===== src/rtl/scale_ramp_gen_pkg.sv =====
// scale_ramp_gen_pkg: shared widths, FSM states and ramp config layout for the scale ramp generator
package scale_ramp_gen_pkg;
  localparam int SCALE_W = 18;
  localparam int SCALE_FRAC = 16;
  localparam int INTERVAL_W = 16;
  localparam int CFG_W = INTERVAL_W + 2 * SCALE_W;
  typedef enum logic [1:0] {IDLE, WAIT, EMIT} state_e;
  typedef struct packed {
    logic [INTERVAL_W-1:0]    interval;
    logic signed [SCALE_W-1:0] delta;
    logic signed [SCALE_W-1:0] target;
  } ramp_cfg_t;
endpackage


===== src/rtl/axis_if.sv =====
// Axis_If: minimal valid/ready/data stream with master and slave views
interface Axis_If #(parameter int W = 8) ();
  logic         valid;
  logic         ready;
  logic [W-1:0] data;
  modport Master_Simple (output valid, output data, input ready);
  modport Slave_Simple (input valid, input data, output ready);
endinterface


===== src/rtl/scale_ramp_gen.sv =====
// scale_ramp_gen: steps a signed 2Q16 scale toward a configured target, one step per interval, clamped at target
module scale_ramp_gen
  import scale_ramp_gen_pkg::*;
#(
  parameter int SCALE_WIDTH     = 18,
  parameter int SCALE_FRAC_BITS = 16,
  parameter int INTERVAL_WIDTH  = 16,
  parameter int RESET_SCALE     = 1 << SCALE_FRAC_BITS
) (
  input  logic         clk,
  input  logic         reset,
  Axis_If.Slave_Simple  ramp_cfg,
  Axis_If.Master_Simple scale_factor,
  output logic         busy
);
  localparam int SW = SCALE_WIDTH;
  localparam int IW = INTERVAL_WIDTH;
  logic [IW-1:0]        cfg_interval, cfg_load;
  logic signed [SW-1:0] cfg_delta, cfg_target;
  state_e               state_q, state_d;
  logic signed [SW-1:0] cur_q, cur_d, target_q, target_d, delta_q, delta_d;
  logic [IW-1:0]        interval_q, interval_d, cnt_q, cnt_d;
  logic                 final_q, final_d;
  logic                 accept, jump, clamp, cfg_pos, cfg_neg;
  logic signed [SW:0]   sum, target_x;
  assign {cfg_interval, cfg_delta, cfg_target} = ramp_cfg.data;
  assign accept   = ramp_cfg.valid && ramp_cfg.ready;
  assign cfg_load = (cfg_interval == '0) ? IW'(1) : cfg_interval;
  assign cfg_neg  = cfg_delta[SW-1];
  assign cfg_pos  = !cfg_delta[SW-1] && (cfg_delta != '0);
  // Jump straight to target unless delta is nonzero and actually points toward it
  assign jump     = !((cfg_pos && cfg_target > cur_q) || (cfg_neg && cfg_target < cur_q));
  assign sum      = {cur_q[SW-1], cur_q} + {delta_q[SW-1], delta_q};
  assign target_x = {target_q[SW-1], target_q};
  assign clamp    = delta_q[SW-1] ? (sum <= target_x) : (sum >= target_x);
  always_comb begin
    state_d    = state_q;
    cur_d      = cur_q;
    target_d   = target_q;
    delta_d    = delta_q;
    interval_d = interval_q;
    cnt_d      = cnt_q;
    final_d    = final_q;
    if (accept) begin
      target_d   = cfg_target;
      delta_d    = cfg_delta;
      interval_d = cfg_load;
      cnt_d      = cfg_load;
      final_d    = jump;
      cur_d      = jump ? cfg_target : cur_q;
      state_d    = jump ? EMIT : WAIT;
    end else if (state_q == WAIT) begin
      cnt_d = cnt_q - IW'(1);
      if (cnt_q == IW'(1)) begin
        cur_d   = clamp ? target_q : sum[SW-1:0];
        final_d = clamp;
        state_d = EMIT;
      end
    end else if (state_q == EMIT && scale_factor.ready) begin
      state_d = final_q ? IDLE : WAIT;
      cnt_d   = interval_q;
    end
  end
  always_ff @(posedge clk) begin
    if (reset) begin
      state_q    <= IDLE;
      cur_q      <= SW'(RESET_SCALE);
      target_q   <= '0;
      delta_q    <= '0;
      interval_q <= '0;
      cnt_q      <= '0;
      final_q    <= 1'b0;
    end else begin
      state_q    <= state_d;
      cur_q      <= cur_d;
      target_q   <= target_d;
      delta_q    <= delta_d;
      interval_q <= interval_d;
      cnt_q      <= cnt_d;
      final_q    <= final_d;
    end
  end
  assign ramp_cfg.ready     = state_q != EMIT;
  assign scale_factor.valid = state_q == EMIT;
  assign scale_factor.data  = cur_q;
  assign busy               = state_q != IDLE;
endmodule


===== src/flat_wrapper.sv =====
// flat-port wrapper written by rule: the top's interface ports become plain ports
module scale_ramp_gen_flat import scale_ramp_gen_pkg::*;
#(
  parameter int SCALE_WIDTH     = 18,
  parameter int SCALE_FRAC_BITS = 16,
  parameter int INTERVAL_WIDTH  = 16,
  parameter int RESET_SCALE     = 1 << SCALE_FRAC_BITS
)
  (clk, reset, busy, ramp_cfg_valid, ramp_cfg_data, ramp_cfg_ready, scale_factor_valid, scale_factor_data, scale_factor_ready);
  Axis_If #(.W(CFG_W)) ramp_cfg_i ();
  Axis_If #(.W(SCALE_W)) scale_factor_i ();
  input  logic clk;
  input  logic reset;
  output logic busy;
  input wire logic [$bits(ramp_cfg_i.valid)-1:0] ramp_cfg_valid;
  input wire logic [$bits(ramp_cfg_i.data)-1:0] ramp_cfg_data;
  output wire logic [$bits(ramp_cfg_i.ready)-1:0] ramp_cfg_ready;
  output wire logic [$bits(scale_factor_i.valid)-1:0] scale_factor_valid;
  output wire logic [$bits(scale_factor_i.data)-1:0] scale_factor_data;
  input wire logic [$bits(scale_factor_i.ready)-1:0] scale_factor_ready;
  assign ramp_cfg_i.valid = ramp_cfg_valid;
  assign ramp_cfg_i.data = ramp_cfg_data;
  assign ramp_cfg_ready = ramp_cfg_i.ready;
  assign scale_factor_valid = scale_factor_i.valid;
  assign scale_factor_data = scale_factor_i.data;
  assign scale_factor_i.ready = scale_factor_ready;
  scale_ramp_gen #(.SCALE_WIDTH(SCALE_WIDTH), .SCALE_FRAC_BITS(SCALE_FRAC_BITS), .INTERVAL_WIDTH(INTERVAL_WIDTH), .RESET_SCALE(RESET_SCALE)) u_core (.clk(clk), .reset(reset), .ramp_cfg(ramp_cfg_i), .scale_factor(scale_factor_i), .busy(busy));
endmodule

===== config.mk =====
export PLATFORM = sky130hd
export DESIGN_NAME = scale_ramp_gen_flat
export DESIGN_NICKNAME = d
export VERILOG_FILES = /design/src/rtl/scale_ramp_gen_pkg.sv /design/src/rtl/axis_if.sv /design/src/rtl/scale_ramp_gen.sv /design/src/flat_wrapper.sv
export SDC_FILE = /design/constraint.sdc
export NUM_CORES = 1
export LEC_CHECK = 0
export ABC_AREA = 1
export CORE_MARGIN = 3
export CORE_UTILIZATION = 50
export DETAILED_ROUTE_END_ITERATION = 12
export HOLD_SLACK_MARGIN = 0.08
export PLACE_DENSITY = 0.78
export REMOVE_ABC_BUFFERS = 1
export SYNTH_ARGS = -nofsm -noshare
export SYNTH_HDL_FRONTEND = slang
export SYNTH_SLANG_ARGS = --single-unit

===== constraint.sdc =====
create_clock -name clk -period 9.8 [get_ports clk]
set_clock_uncertainty 0.05 [all_clocks]
set_input_delay 2.94 -clock clk [delete_from_list [all_inputs] [get_ports clk]]
set_output_delay 2.94 -clock clk [all_outputs]
set_load 0.05 [all_outputs]

# Word-level counts from Yosys, hierarchy flattened
# Cells that the tools add are included.
[totals] in_bits=56 wordCells=55 register_bits=89 out_inout_bits=21
[classes] addsub=2 eq_ne=6 n_mux=19 magnitude_cmp=4 n_reduce_logical=17
[ops] op="18-bit two-way mux" count=5
[ops] op="16-bit two-way mux" count=4
[ops] op="18-bit by 18-bit adder with 19-bit output" count=1
[ops] op="19-bit by 18-bit greater-or-equal comparator with 1-bit output" count=1
[ops] op="19-bit by 18-bit <= comparator with 1-bit output" count=1
[ops] op="18-bit greater-than comparator" count=1
[ops] op="18-bit less-than comparator" count=1
[ops] op="18-bit nonzero test" count=1
[ops] op="16-bit by 1-bit == test with 1-bit output, second input constant" count=1
[ops] op="16-bit logical NOT" count=1
[ops] op="16-bit by 1-bit subtractor with 16-bit output, second input constant" count=1
[ops] op="2-bit two-way mux" count=5
[ops] op="2-bit nonzero test" count=3
[ops] op="1-bit logical AND" count=5
[ops] op="1-bit two-way mux" count=5
[ops] op="2-bit != test, second input constant" count=2
[ops] op="2-bit AND reduction" count=2
[ops] op="3-bit by 2-bit != test with 1-bit output, second input constant" count=1
[ops] op="3-bit AND reduction" count=1
[ops] op="3-bit nonzero test" count=1
[ops] op="2-bit by 1-bit == test with 1-bit output, second input constant" count=1
[ops] op="2-bit == test, second input constant" count=1
[ops] op="1-bit logical NOT" count=2
[ops] op="1-bit logical OR" count=1

# Depth between registers and ports, before layout
# Gate-level depths: netlist of the first run.
[logic_depth] word_depth=7 mapped_depth=26 depth_no_buf=26

# Worst setup path after synthesis of the first run
# OpenSTA, ideal clock, no wires.
[synth_timing] path_type="input to register" startpoint="input port ramp_cfg_data[15]" endpoint="register u_core.cur_q[10], in the netlist u_core.scale_factor.data[10]" required_ps=9639 path_stages=15 setup_time_ps=111 path_buffers=2 arrival_ps=4403 setup_slack_ps=5235 path_cell_list="ha_1 > nand2_1 > inv_1 > o21ai_0 > nand2_1 > nor2_1 > nand3_1 > nand2_1 > nand3_1 > nand3_1 > buf_4 > buf_6 > nand3_1 > nor2_1 > nor2_1"
[synth_between] elab_chain_len=5 word_cells_on_any_way=7 cone_classes="2 x order compare; 1 x eq/ne; 4 x reduce/logical"
[synth_lines] element="from (decl)" line_no="flat_wrapper.sv:16" text="input wire logic [$bits(ramp_cfg_i.data)-1:0] ramp_cfg_data;"
[synth_lines] element="18-bit greater-than comparator / 18-bit less-than comparator (equally long branches)" line_no="scale_ramp_gen.sv:32" text="assign jump = !((cfg_pos && cfg_target > cur_q) || (cfg_neg && cfg_target < cur_q));"
[synth_lines] element="1-bit logical AND" line_no="scale_ramp_gen.sv:32"
[synth_lines] element="1-bit logical OR *" line_no="scale_ramp_gen.sv:32"
[synth_lines] element="2-bit != test (no line) *"
[synth_lines] element="3-bit AND reduction (no line) *"
[synth_lines] element="to (signal assigned)" line_no="scale_ramp_gen.sv:67" text="cur_q <= SW'(RESET_SCALE);"
[synth_lines] element="to (signal assigned)" line_no="scale_ramp_gen.sv:75" text="cur_q <= cur_d;"
[synth_lines] element="to (decl)" line_no="scale_ramp_gen.sv:21" text="logic signed [SW-1:0] cur_q, cur_d, target_q, target_d, delta_q, delta_d;"
# Mark *: on every way between the ends. The rest lies on a longest branch, timed or not.
# A chain may end at the register's enable or synchronous reset.

# Worst setup path after layout of the first run
[layout_timing] startpoint="input port ramp_cfg_valid" endpoint="register u_core.cur_q[5], in the netlist u_core.scale_factor.data[5]"
[layout_between] elab_chain_len=3 word_cells_on_any_way=6 cone_classes="1 x eq/ne; 1 x mux; 4 x reduce/logical"
[layout_lines] element="from (decl)" line_no="flat_wrapper.sv:15" text="input wire logic [$bits(ramp_cfg_i.valid)-1:0] ramp_cfg_valid;"
[layout_lines] element="1-bit logical AND *" line_no="scale_ramp_gen.sv:27" text="assign accept = ramp_cfg.valid && ramp_cfg.ready;"
[layout_lines] element="2-bit != test (no line) / 2-bit nonzero test (equally long branches)"
[layout_lines] element="3-bit AND reduction (no line)"
# Marked as above.

==> results of run 1 <==
## power by group through the flow
| stage | clock network [W] | registers (W) | logic, W |
|---|---|---|---|
| detailed placement | 0 | 0.000529 | 0.00142 |
| finish | 0.000379 | 0.000523 | 0.00144 |
| global route | 0.000399 | 0.000535 | 0.00162 |
| global placement | 0 | 0.000528 | 0.00140 |
| floorplan | 0 | 0.000624 | 0.000941 |
| CTS | 0.000385 | 0.000523 | 0.00144 |
## flip-flops by register name, indices dropped and copies added (netlist names)
register / count
u_core.delta_q: 18
u_core.scale_factor.data: 18
u_core.target_q: 18
u_core.cnt_q: 16
u_core.interval_q: 16
u_core.state_q: 2
u_core.final_q: 1
## cell usage after synthesis, types with 3 or more instances
library cell | count | share of area (%)
nand2_1 | 252 | 15
nor2_1 | 134 | 8.0
inv_1 | 105 | 6.3
dfxtp_1 | 89 | 28
a21oi_1 | 84 | 6.7
ha_1 | 57 | 11
o21ai_0 | 52 | 4.1
nand3_1 | 44 | 3.5
clkbuf_1 | 15 | 0.90
xor2_1 | 13 | 1.8
nand4_1 | 11 | 1.1
a31oi_1 | 10 | 1.0
o21ai_1 | 8 | 0.64
buf_4 | 7 | 0.84
buf_6 | 6 | 1.1
inv_2 | 6 | 0.36
nor3_1 | 6 | 0.48
nor4_1 | 6 | 0.60
buf_2 | 4 | 0.32
nor2_4 | 4 | 0.72
xnor2_1 | 4 | 0.56
a21o_1 | 3 | 0.36
nand2_2 | 3 | 0.30
nor2_8 | 3 | 0.96
o21bai_1 | 3 | 0.36
## logic make-up (layout without fill, tap and decap cells)
logic type / count (synthesis) / after routing / synth area share [%]
AO/OA/AOI/OAI: 174 / 174 / 15.1
XOR/XNOR: 17 / 17 / 2.37
adder cells (fa/ha/maj): 58 / 58 / 11.7
buffers and inverters: 144 / 209 / 9.85
flip-flops: 89 / 89 / 28.3
AND/OR/NAND/NOR: 477 / 477 / 32.7
## metal layers
layer  vias up  global-route usage, %  part of all wire [%]
li1       3231                      -                     -
met3        21                   4.83                   5.1
met5         -                      0                     0
met4         0                   6.59                   1.6
met1      2883                   29.2                    44
met2       159                   43.3                    49
## worst max-delay path: cells and delay by family
kind            cells  cell delay (ns)
compound gates      1             0.16
simple gates        8             1.67
buf+inv             3             1.12
## per-stage QoR
stage / utilization (%) / setup slack (ns) / hold WS [ns]
floorplan: - / 4.78 / 0.385
global placement: 58.4 / 3.83 / 0.400
detailed placement: 58.4 / 3.75 / 0.403
CTS: 61.0 / 4.11 / 0.413
global route: 61.0 / 3.80 / 0.439
finish: 61.0 / 4.10 / 0.414
## area by class of cell
| type | count | area, µm² | share of cell area, % |
|---|---|---|---|
| multi-input combinational | 726 | 3890 | 52.4 |
| sequential | 89 | 1780 | 24.0 |
| clock buffer | 11 | 233 | 3.14 |
| inverter | 112 | 423 | 5.70 |
| timing repair buffer | 81 | 798 | 10.8 |
| tap | 168 | 210 | 2.83 |
| clock inverter | 5 | 86.3 | 1.16 |
## final timing paths
kind                                     from                          end  slack [ns]  cells past startpoint
setup / recovery               ramp_cfg_valid  u_core.scale_factor.data[5]        4.10                     12
setup reg to reg  u_core.scale_factor.data[0]  u_core.scale_factor.data[0]        5.48                     23
hold reg to reg          u_core.interval_q[2]         u_core.interval_q[2]        0.41                      2
hold / removal           u_core.interval_q[2]         u_core.interval_q[2]        0.41                      2
==> metrics, run 1 <==
final net count 1133; final WL 16700 µm; I/O Buffers 76; Final TNS setup 0 ns; Placed Instances 1176; All-Layer GR Usage 24.1%; Clk Latency, worst-skew pair 0.36 ns; layout cells sized above 1 4.30%; most frequent cells in the layout nand2_1, nor2_1, inv_1; PD cells 316 mW/mm²; switching share of power 50.3%; max_slew headroom 55.7%; CTS clk-pin slew, worst paths 0.06 ns; Post-CTS Setup Bufs 0; outcome complete, no violations; final max-slew violation count 0; total gr overflow 0; startpoint type of the worst setup path input pin; CTS buffer count 9; Post-synth EDFFs 0; Slew @ Worst Pin 0.665 ns; CTS Sinks 89; H-tree levels 3; CTS max path bufs 2; number of diodes 0; WP data arrival 5.93 ns; Syn. warnings 0; cell-internal power 0.00116 W; Sequential Power Share 22.3%; Peak VDD IR 180 µV; final hold vios 0; pin count of the biggest net entering global routing 58; endpoints failing setup 0; worst-path fanout max 57; Clk pwr share 16.2%; FP Rows 40; most common cell after layout, fill and taps aside nand2_1; first-pass GRT wire length 27900 µm; crit-path max cell delay 0.52 ns; max cap viols 0; crit path max-delay cell type clkdlybuf4s50_1; post-route cell area 0.00742 mm²; flops & latches, synth 89; Core Region 0.0122 mm²; Switching Power 0.00118 W; placed wire-length estimate 12000 µm; Tcrit/Tclk final 58.1%; syn_area_per_cell 6.56 µm²; Crit. End Element flip-flop; FFs w/ async S/R, synth 0%; Die W 118 µm; initial antenna violation count 0; CTS tree yes; Placed Area 0.00710 mm²; Tot Pwr 0.00234 W; top_reg_cell synth dfxtp_1; P_leak 3.52 nW; initial drt markers 387; worst min-delay path category flip-flop to flip-flop; register area share after synthesis 28.3%; CP required 10.03 ns; mapped cell area 0.00629 mm²; initial core utilization 51.7%; Fillers 1177; Cells after Synth 959; Placer Congestion 0.916; hold buffers post-CTS 0; Residual DRC 0; Layout area overhead 18.0%; WL per Instance 14.0 µm; die area 0.0140 mm²; vias in the first global route 6011; detail-routed via count per cell 5.28; non-filler cells, final 1192; CTS resizes 0; chain of cells forming the critical path clkdlybuf4s50_1 > inv_1 > nor2_4 > buf_4 > nor2_8 > nand2_2 > o21ai_4 > nor2_8 > nand2_2 > nand2_1 > nand2_1 > nor2_1; post-route ant nets 0; RSZ-0062 raised after global routing no; vias post-DR 6294; Die Ht 118 µm; io pins 77; Unique masters post-synth 47; Setup Crit Path Kind input pin to flip-flop; clk root buf clkbuf_16; drt pass-1 iters 5; Gate power share 61.5%; Final min period 5.70 ns; fmax 0.176 GHz
No activity file was read; power rests on OpenSTA's default activity.
==> run 2: changes to the inputs <==
Clock period 9.8 ns to 5.8 ns, I/O delays scaled along.
==> run 2 against run 1 <==
Sequential cell count is the same. Design area decreased by 0.52%. Global-route usage about the same. Hold slack worse by 0.00081 ns. Total power up 67%. Critical path depth rose by 3. Die area did not move. First-iteration DRC count is 17% lower. Sequential power is 69% higher. Setup slack got worse by 2.6 ns. Register-to-register slack lost 3.9 ns. Critical endpoint is now u_core.scale_factor.data[11].
==> metrics, run 2 (synthesized netlist as in run 1, its figures left out) <==
outcome complete, no violations; Placed Instances 1175; die area 0.0140 mm²; Post-CTS Setup Bufs 0; WP data arrival 4.50 ns; number of diodes 0; H-tree levels 3; hold buffers post-CTS 0; clk root buf clkbuf_16; vias in the first global route 5901; CTS max path bufs 2; pin count of the biggest net entering global routing 57; Placer Congestion 0.928; Tcrit/Tclk final 73.5%; met2 WL post-DR 8040 µm; initial core utilization 51.7%; CP required 6.04 ns; met3 WL 890 µm; Peak VDD IR 314 µV; fmax 0.235 GHz; Slew @ Worst Pin 1.00 ns; All-Layer GR Usage 24.1%; FP Rows 40; final hold vios 0; CTS resizes 0; detail-routed via count per cell 5.25; post-layout util 60.7%; max cap viols 0; CTS Sinks 89; Core Region 0.0122 mm²; CTS clk-pin slew, worst paths 0.06 ns; drt pass-1 iters 5; initial drt markers 323; vias post-DR 6252; final max-slew violation count 0; CTS buffer count 9; startpoint type of the worst setup path input pin; PD cells 529 mW/mm²; initial antenna violation count 0; RSZ-0062 raised after global routing no; first-pass GRT wire length 27900 µm; Final Hold Slack 0.413 ns; total gr overflow 0; Residual DRC 0; CTS tree yes; met1 WL 7520 µm; final WL 16800 µm; placed wire-length estimate 12300 µm; Clk Latency, worst-skew pair 0.36 ns; post-route ant nets 0; Die W 118 µm; WL per Instance 14.1 µm; Setup Crit Path Kind input pin to flip-flop; worst-path fanout max 20; I/O Buffers 76; Final TNS setup 0 ns; worst min-delay path category flip-flop to flip-flop; max_slew headroom 33.2%; most common cell after layout, fill and taps aside nand2_1; Layout area overhead 17.4%; io pins 77; P_leak 3.51 nW; final net count 1132; endpoints failing setup 0; Die Ht 118 µm; most frequent cells in the layout nand2_1, nor2_1, inv_1; Crit. End Element flip-flop; top routing layer used met4; Final min period 4.26 ns; Fillers 1183; layout cells sized above 1 4.40%; non-filler cells, final 1191
==> run 2: cell count changes in the layout (fill, tap and decap cells not counted), sizes merged <==
cell / delta
buf: -1
inv: +1
bufinv: -2
clkbuf: -1
clkinv: +2
==> run 2: where the power goes <==
part           total [W]  internal, W  leakage, nW  switching, W
clock           0.000571     0.000308        0.144      0.000264
combinational    0.00245     0.000826         2.63       0.00162
sequential      0.000884     0.000760        0.735      0.000125
total            0.00390      0.00189         3.51       0.00201
==> run 2: worst paths after layout <==
path	from	endpoint	slack, ns	depth (start not counted)
min	u_core.target_q[2]	u_core.target_q[2]	0.41	2
max reg2reg	u_core.scale_factor.data[0]	u_core.scale_factor.data[7]	1.61	22
max	ramp_cfg_data[9]	u_core.scale_factor.data[11]	1.54	15
min reg2reg	u_core.target_q[2]	u_core.target_q[2]	0.41	2
==> run 2: area by class of cell <==
class                   count  area [µm²]  share of cell area [%]
multi-input cells         726        3890                    52.7
flip-flops and latches     89        1780                    24.1
repair buffers             80         791                    10.7
inverters                 112         423                    5.73
clock buffers              10         239                    3.24
well taps                 168         210                    2.85
clock inverters             6        48.8                   0.661
==> run 2: metal layers <==
metal | global-route usage [%] | up-vias
li1 | - | 3242
met1 | 29.9 | 2848
met2 | 42.4 | 142
met3 | 4.93 | 20
met4 | 6.89 | 0
met5 | 0 | -
==> run 2: stage by stage <==
step	power (W)	cell area [µm²]	worst slack [ns]
6_report	0.00390	7380	1.54
4_1_cts	0.00390	7380	1.57
3_5_place_dp	0.00331	7090	1.20
5_1_grt	0.00425	7380	1.19
3_3_place_gp	0.00329	7090	1.23
2_1_floorplan	0.00265	6090	1.98
==> run 2: worst max-delay path, stage by stage <==
cell             delay (ns)
clkdlybuf4s50_1        0.43
ha_1                   0.30
nand2_1                0.08
nor2_1                 0.36
nand3_1                0.13
nand3_1                0.12
nand2_1                0.07
nand3_1                0.07
nand3_1                0.08
nand3_1                0.08
buf_4                  0.31
nand2_2                0.37
nand2_1                0.16
nand2_1                0.06
nor2_1                 0.13
==> run 3: changes to the inputs <==
Settings changed: PLACE_DENSITY 0.78 to 0.81.
Clock period 5.8 ns to 3.8 ns, I/O delays scaled along.
==> run 3 against run 2 <==
Critical path type is now flip-flop to flip-flop. Via count is 1.8% higher. Non-clock buffer count is 16 higher. Die area stayed put.
==> metrics, run 3 (synthesized netlist as in run 1, its figures left out) <==
Tcrit/Tclk final 93.5%; Clk Latency, worst-skew pair 0.35 ns; Clk pwr share 13.7%; Final Hold Slack 0.412 ns; startpoint type of the worst setup path flip-flop; CTS tree yes; final hold vios 0; max cap viols 0; worst-path fanout max 5; footprint of the multi-input gates 0.00395 mm²; switching share of power 50.4%; post-layout util 62.2%; CTS clk-pin slew, worst paths 0.06 ns; Gate power share 64.9%; final max-slew violation count 0; worst min-delay path category flip-flop to flip-flop; clk root buf clkbuf_16; Placed Area 0.00717 mm²; most common cell after layout, fill and taps aside nand2_1; CTS Sinks 89; placed wire-length estimate 12500 µm; All-Layer GR Usage 24.1%; Layout area overhead 20.3%; detail-routed via count per cell 5.29; layout cells sized above 1 6.76%; total gr overflow 0; fmax 0.281 GHz; first-pass GRT wire length 27700 µm; H-tree levels 3; Hold Path Depth 2; number of diodes 0; drt pass-1 iters 5; cell-internal power 0.00313 W; Die W 118 µm; final worst setup slack 0.246 ns; Setup Crit Path Kind flip-flop to flip-flop; WL per Instance 14.2 µm; Final min period 3.55 ns; Core Region 0.0122 mm²; final net count 1148; Sequential Power Share 21.5%; FP Rows 40; Peak VDD IR 356 µV; initial core utilization 51.7%; post-route ant nets 0; endpoints failing setup 0; Slew @ Worst Pin 0.663 ns; vias in the first global route 5959; P_leak 3.58 nW; final WL 17100 µm; pre-CTS WS 0.0348 ns; most frequent cells in the layout nand2_1, nor2_1, inv_1; Crit. End Element flip-flop; PD cells 834 mW/mm²; r2r worst-path depth 24; max_slew headroom 55.8%; Placed Instances 1185; Placer Congestion 0.930; I/O Buffers 76; Switching Power 0.00318 W; Die Ht 118 µm; non-filler cells, final 1204; post-route cell area 0.00757 mm²; io pins 77; WP data arrival 3.80 ns; initial drt markers 355; vias post-DR 6367; outcome complete, no violations; initial antenna violation count 0; pin count of the biggest net entering global routing 51; CTS buffer count 9; Residual DRC 0; die area 0.0140 mm²; Sequential Area 0.00178 mm²; Fillers 1143; CP required 4.05 ns; CTS max path bufs 2
[run 3: changes by cell type in the layout (fill, tap and decap cells not counted), moves of 2 or more]
cell      before  now
nor2_1       134  132
a21oi_1       84   80
buf_6          0    4
clkinv_4       2    0
inv_6          3    0
buf_4          4   16
a21oi_2        0    4
[run 3: path summary, 6_finish.rpt]
path                                  to  slack [ns]                  from
max          u_core.scale_factor.data[1]        0.25     u_core.delta_q[0]
min reg2reg         u_core.interval_q[1]        0.41  u_core.interval_q[1]
max reg2reg  u_core.scale_factor.data[1]        0.25     u_core.delta_q[0]
min                 u_core.interval_q[1]        0.41  u_core.interval_q[1]
[run 3: per-stage QoR]
stage	power [W]	TNS, ns
2_1_floorplan	0.00404	0
3_3_place_gp	0.00507	0
3_5_place_dp	0.00514	0
4_1_cts	0.00606	0
5_1_grt	0.00682	-0.143
6_report	0.00631	0
[run 3: per-layer routing]
layer	vias to the layer above	global-route usage (%)	share of wire, %
met1	2900	29.6	44
met3	33	5.69	6.0
li1	3264	-	-
met2	170	41.9	48
met4	0	7.18	2.3
met5	-	0	0
[run 3: power groups by stage]
stage | clock network (W) | registers [W] | logic, W
after detailed placement | 0 | 0.00137 | 0.00377
after floorplan | 0 | 0.00161 | 0.00243
after CTS | 0.000872 | 0.00135 | 0.00384
final | 0.000862 | 0.00135 | 0.00409
after global routing | 0.000907 | 0.00138 | 0.00454
after global placement | 0 | 0.00136 | 0.00371
[run 3: timing repair]
action | 4_1_cts | 5_1_grt
setup buffers | 2 | 3
setup endpoints to repair | 11 | 19
pin swaps | 1 | 6
hold buffers | 0 | 0
resized for setup | 0 | 22
endpoints found under the hold margin | 0 | 0
gates cloned | 0 | 1
[run 3: final cells by class]
cell class                 instances  area share (%)
clock buffer                       9            2.98
clock inverter                     4           0.628
inverter                         112            5.59
multi-input combinational        726            52.2
sequential                        89            23.6
tap                              168            2.78
timing repair buffer              96            12.2
[run 3: critical path, stage by stage (launching register included)]
cell	delay, ns
dfxtp_1	0.33
ha_2	0.19
inv_1	0.06
fa_2	0.39
o21ai_4	0.16
nand2_1	0.07
nand2_1	0.09
nand3_1	0.10
nand2_1	0.09
nor3b_2	0.15
o21ai_0	0.09
ha_1	0.36
nand2_2	0.10
nor2_4	0.12
nand2_1	0.09
nor2_1	0.11
nand2_1	0.10
nand3_1	0.11
nand2_2	0.11
nand3_4	0.11
buf_4	0.18
nor2_1	0.06
a21oi_1	0.13
nor2_1	0.06
nor2_1	0.07
